<file path="src/rtl/io_port_responder.sv">
// Memory-mapped IO responder: debounced buttons, switch snapshot, LED register
// and the ready/ack status flags that polling software uses.
module io_port_responder #(
    parameter int DB_CYCLES = 1_000_000,
    parameter int DB_W      = 20
) (
    input  logic        clk,
    input  logic        reset,
    input  logic        pRead,
    input  logic        pWrite,
    input  logic [1:0]  addr,
    input  logic [11:0] writeData,
    output logic [31:0] readData,
    input  logic        btnL,
    input  logic        btnR,
    input  logic [15:0] switch,
    output logic [11:0] led
);

    localparam logic [DB_W-1:0] CNT_LAST = DB_W'(DB_CYCLES - 1);

    logic [1:0] btn_raw;
    logic [1:0] btn_pulse;

    assign btn_raw = {btnR, btnL};

    // One conditioning chain per button: bit 0 = btnL, bit 1 = btnR.
    for (genvar i = 0; i < 2; i++) begin : g_btn
        logic            meta_q;
        logic            sync_q;
        logic            stable_q;
        logic            pulse_q;
        logic [DB_W-1:0] cnt_q;

        always_ff @(posedge clk or negedge reset) begin
            if (!reset) begin
                meta_q   <= 1'b0;
                sync_q   <= 1'b0;
                stable_q <= 1'b0;
                pulse_q  <= 1'b0;
                cnt_q    <= '0;
            end else begin
                meta_q  <= btn_raw[i];
                sync_q  <= meta_q;
                pulse_q <= 1'b0;
                if (sync_q == stable_q) begin
                    cnt_q <= '0;
                end else if (cnt_q == CNT_LAST) begin
                    stable_q <= ~stable_q;
                    cnt_q    <= '0;
                    pulse_q  <= ~stable_q;
                end else begin
                    cnt_q <= cnt_q + DB_W'(1);
                end
            end
        end

        assign btn_pulse[i] = pulse_q;
    end

    logic [11:0] led_q, led_d;
    logic [15:0] sw_hold_q, sw_hold_d;
    logic        sw_ready_q, sw_ready_d;
    logic        led_ready_q, led_ready_d;

    // Flag clears are applied first so a same-cycle button pulse wins.
    always_comb begin
        led_d       = led_q;
        sw_hold_d   = sw_hold_q;
        sw_ready_d  = sw_ready_q;
        led_ready_d = led_ready_q;
        if (pWrite && addr == 2'd3) begin
            led_d       = writeData;
            led_ready_d = 1'b0;
        end
        if (pRead && addr == 2'd2) begin
            sw_ready_d = 1'b0;
        end
        if (btn_pulse[0]) begin
            sw_hold_d  = switch;
            sw_ready_d = 1'b1;
        end
        if (btn_pulse[1]) begin
            led_ready_d = 1'b1;
        end
    end

    always_ff @(posedge clk or negedge reset) begin
        if (!reset) begin
            led_q       <= '0;
            sw_hold_q   <= '0;
            sw_ready_q  <= 1'b0;
            led_ready_q <= 1'b0;
        end else begin
            led_q       <= led_d;
            sw_hold_q   <= sw_hold_d;
            sw_ready_q  <= sw_ready_d;
            led_ready_q <= led_ready_d;
        end
    end

    always_comb begin
        readData = '0;
        case (addr)
            2'd0: readData = {30'b0, sw_ready_q, led_ready_q};
            2'd1: readData = {24'b0, sw_hold_q[15:8]};
            2'd2: readData = {24'b0, sw_hold_q[7:0]};
            2'd3: readData = {20'b0, led_q};
            default: readData = '0;
        endcase
    end

    assign led = led_q;

endmodule

</file>
<file path="config.mk">
export PLATFORM = sky130hd
export DESIGN_NAME = io_port_responder
export DESIGN_NICKNAME = d
export VERILOG_FILES = /design/src/rtl/io_port_responder.sv
export SDC_FILE = /design/constraint.sdc
export NUM_CORES = 1
export LEC_CHECK = 0
export ABC_AREA = 0
export CAP_MARGIN = 15
export CELL_PAD_IN_SITES_DETAIL_PLACEMENT = 0
export CELL_PAD_IN_SITES_GLOBAL_PLACEMENT = 1
export CORE_MARGIN = 2
export CORE_UTILIZATION = 40
export CTS_CLUSTER_DIAMETER = 80
export DETAILED_ROUTE_END_ITERATION = 16
export GPL_ROUTABILITY_DRIVEN = 0
export PLACE_DENSITY_LB_ADDON = 0.1
export SETUP_SLACK_MARGIN = 0.05
export SYNTH_ARGS = -nofsm -noshare
export SYNTH_HDL_FRONTEND = slang
export SYNTH_SLANG_ARGS = --single-unit
</file>
<file path="constraint.sdc">
create_clock -name clk -period 2.2 [get_ports clk]
set_input_delay 0.66 -clock clk [delete_from_list [all_inputs] [get_ports clk]]
set_output_delay 0.66 -clock clk [all_outputs]
set_load 0.05 [all_outputs]
</file>
==> flow_metrics.env <==
export IMPL_powerDensity_nw_per_um2=689.1
export IMPL_clkSinkCount=78
export IMPL_rsz0062_at_grt="yes"
export IMPL_fin_ws_ns=-0.02038
export IMPL_r2r_cells=4
export IMPL_skew_ns=0.01119
export IMPL_grt_max_degree=49
export IMPL_layout_commonest_cell="dfrtp_1"
export IMPL_vias=2646
export IMPL_finalSetupViolCount=5
export IMPL_internal_power_uw=2410
export IMPL_overflow=0
export IMPL_cts_buffers_inserted=9
export IMPL_hp_class="input pin to async pin"
export IMPL_p_sw_uw=993.7
export IMPL_drt_first_pass_iters=4
export IMPL_avgSynthCellArea_um2=11.19
export IMPL_finalHoldViolCount=0
export IMPL_cp_common_cell="buf_8"
export IMPL_fmax_mhz=450.4
export IMPL_wl_per_cell_um=15.33
export IMPL_grt_pass1_wl_um=13120
export IMPL_synthArstFlopShare=1.000
export IMPL_final_cell_mix="dfrtp_1, mux2_2, clkdlybuf4s50_1"
export IMPL_synth_edf_count=0
export IMPL_synth_cell_types=43
export IMPL_r2r_start="g_btn[1].cnt_q[6]"
export IMPL_cp_start_kind="input pin"
export IMPL_worst_setup_path_end_kind="output pin"
export IMPL_swShare=0.2920
export IMPL_clk_latency_ns=0.35
export IMPL_yosysWarnings=0
export IMPL_htreeDepth=3
export IMPL_wl_um=8096
export IMPL_path_buf_inv=3
export IMPL_yosysSeqAreaShare=0.5205
export IMPL_power_frac_comb=0.197
export IMPL_fin_setup_tns_ns=-0.07094
export IMPL_crit_slowest_cell="mux2_4"
export IMPL_grt_usage=0.1674
export IMPL_cpLargestDelayFamily="buffers and inverters"
export IMPL_synth_seq_cells=78
export IMPL_finalNonFillerCells=528
export IMPL_synth_cell_area_um2=3750
export IMPL_io_pins=80
export IMPL_hold_buffers=0
export IMPL_violations="negative setup slack"
export IMPL_cts_tree="done"
export IMPL_synth_top_area_cell="dfrtp_1"
export IMPL_tightest_slew_ns=0.7452
export IMPL_drive_gt1_frac=0.2614
export IMPL_rrSetupSlack_ns=0.16
export IMPL_status="complete, but fails checks"
export IMPL_nets=450
export IMPL_clk_pin_slew_ns=0.08
export IMPL_initial_utilization=0.4097
export IMPL_drc_errors=0
export IMPL_critPathRequiredTime_ns=1.54
export IMPL_rows=35
export IMPL_die_h_um=100.8
export IMPL_synthTopCellsByArea="dfrtp_1, mux2_2, buf_4"
export IMPL_syn_to_final_growth_pct=31.70
export IMPL_post_place_cells=508
export IMPL_drt_iter0_drc=62
export IMPL_slowest_delay_ns=0.30
export IMPL_worstPathArrival_ns=1.56
export IMPL_antenna_cells=0
export IMPL_vias_per_cell=5.011
export IMPL_r2r_end="g_btn[1].stable_q"
export IMPL_dieArea_um2=10160
export IMPL_p_leak_uw=0.002193
export IMPL_antenna_found_initial=0
export IMPL_ys_flop_type="dfrtp_1"
export IMPL_antenna_left=0
export IMPL_ir_worst_vdd_mv=0.3663
export IMPL_pwr_share_clk=0.353
export IMPL_synthCells=335
export IMPL_root_buffer="clkbuf_8"
export IMPL_core_um2=9153
export IMPL_die_w_um=100.8
export IMPL_drv_slew=0
export IMPL_grt_pass1_vias=2579
export IMPL_min_period_over_period=1.009
export IMPL_yosysTopAreaCellShare=0.5205
export IMPL_port_buffers=59
export IMPL_cts_buffer_depth=2
export IMPL_worstSetupPathType="input pin to output pin"
export IMPL_max_slew_margin=0.5032
export IMPL_dpl_hpwl_um=5678
export IMPL_max_cap_violations=0
export IMPL_pwr_share_seq=0.450
export IMPL_period_needed_ns=2.220
export IMPL_crit_fanout=6
export IMPL_path_cells="buf_8, buf_8, mux2_4, a22o_4, buf_12"
==> per-stage QoR <==
| stage | total power (µW) | hold slack, ns | cell area (µm²) | util | setup WS [ns] |
|---|---|---|---|---|---|
| floorplan | 1966 | 0.3312 | 3827 | - | 0.05415 |
| global placement | 2230 | 0.3393 | 4584 | 0.5009 | -0.4974 |
| detailed placement | 2233 | 0.3355 | 4584 | 0.5009 | -0.5195 |
| CTS | 3447 | 0.2387 | 4928 | 0.5385 | -0.02912 |
| global route | 3534 | 0.2536 | 4938 | 0.5396 | -0.03412 |
| finish | 3403 | 0.2348 | 4938 | 0.5396 | -0.02038 |
==> worst max path at each step <==
stage / startpoint / end / slack (ns) / cells past startpoint
6_report: addr[1] / readData[2] / -0.02 / 5
5_1_grt: addr[1] / readData[3] / -0.03 / 5
4_1_cts: addr[1] / readData[2] / -0.03 / 5
3_5_place_dp: addr[1] / readData[2] / -0.52 / 5
3_3_place_gp: addr[1] / readData[6] / -0.50 / 5
2_1_floorplan: addr[1] / readData[2] / 0.05 / 3
==> power by group through the flow <==
stage	combinational [µW]	sequential, µW	clock, µW
global placement	667	1560	0
floorplan	266	1700	0
detailed placement	670	1560	0
finish	669	1530	1200
CTS	678	1530	1240
global route	705	1540	1290
==> kinds of logic (layout without fill, tap and decap cells) <==
group,Yosys count,after routing,share of synthesized area
AND/OR/NAND/NOR,113,113,0.1672
AO/OA/AOI/OAI,38,38,0.06540
XOR/XNOR,24,24,0.05606
adder cells (fa/ha/maj),2,2,0.006672
buffers and inverters,41,104,0.06306
flip-flops,78,78,0.5205
multiplexers,38,38,0.1201
other,1,20,0.001000
==> registers in the layout, summed over array words and instances, names as in the netlist <==
| name | cells |
|---|---|
| g_btn.meta_q | 2 |
| g_btn.pulse_q | 2 |
| g_btn.sync_q | 2 |
| g_btn.cnt_q | 40 |
| g_btn.stable_q | 2 |
| led | 12 |
| sw_hold_q | 16 |
| sw_ready_q | 1 |
| led_ready_q | 1 |
==> worst reg2reg max path, delay by kind of cell (launching register included) <==
family | cells | cell delay [ns]
DFF | 1 | 0.42
muxes | 1 | 0.33
and+or+nand+nor | 3 | 1.17
==> final cells by class <==
class / count / area (µm²)
clock buffers: 10 / 137.6
clock inverters: 6 / 85.08
fillers: 799 / 4214
inverters: 8 / 30.03
multi-input cells: 235 / 1713
flip-flops and latches: 78 / 1952
well taps: 111 / 138.9
repair buffers: 80 / 882.1
==> metal layers <==
layer	global-route usage	wire length (µm)	up-vias
met1	0.2209	3785	1283
met3	0.02774	211	11
li1	-	-	1305
met2	0.2769	3994	47
met4	0.06322	104	0
met5	0	0	-
==> repair_timing <==
| action | CTS | global route |
|---|---|---|
| gates resized for setup | 44 | 7 |
| setup buffers | 4 | 0 |
| gates cloned | 1 | 0 |
| pin swaps | 4 | 1 |
| endpoints found under the setup margin | 23 | 28 |
==> synth_stat cells, drive strengths merged, types with 7 or more instances <==
| master | instances |
|---|---|
| dfrtp | 78 |
| mux2 | 36 |
| nor2 | 28 |
| buf | 27 |
| nand3 | 19 |
| a21oi | 14 |
| xnor2 | 13 |
| nand2 | 12 |
| xor2 | 11 |
| or4 | 10 |
| inv | 8 |
| nor3 | 7 |
| o21ai | 7 |
| o31ai | 7 |
No activity file was read; power rests on OpenSTA's default activity.
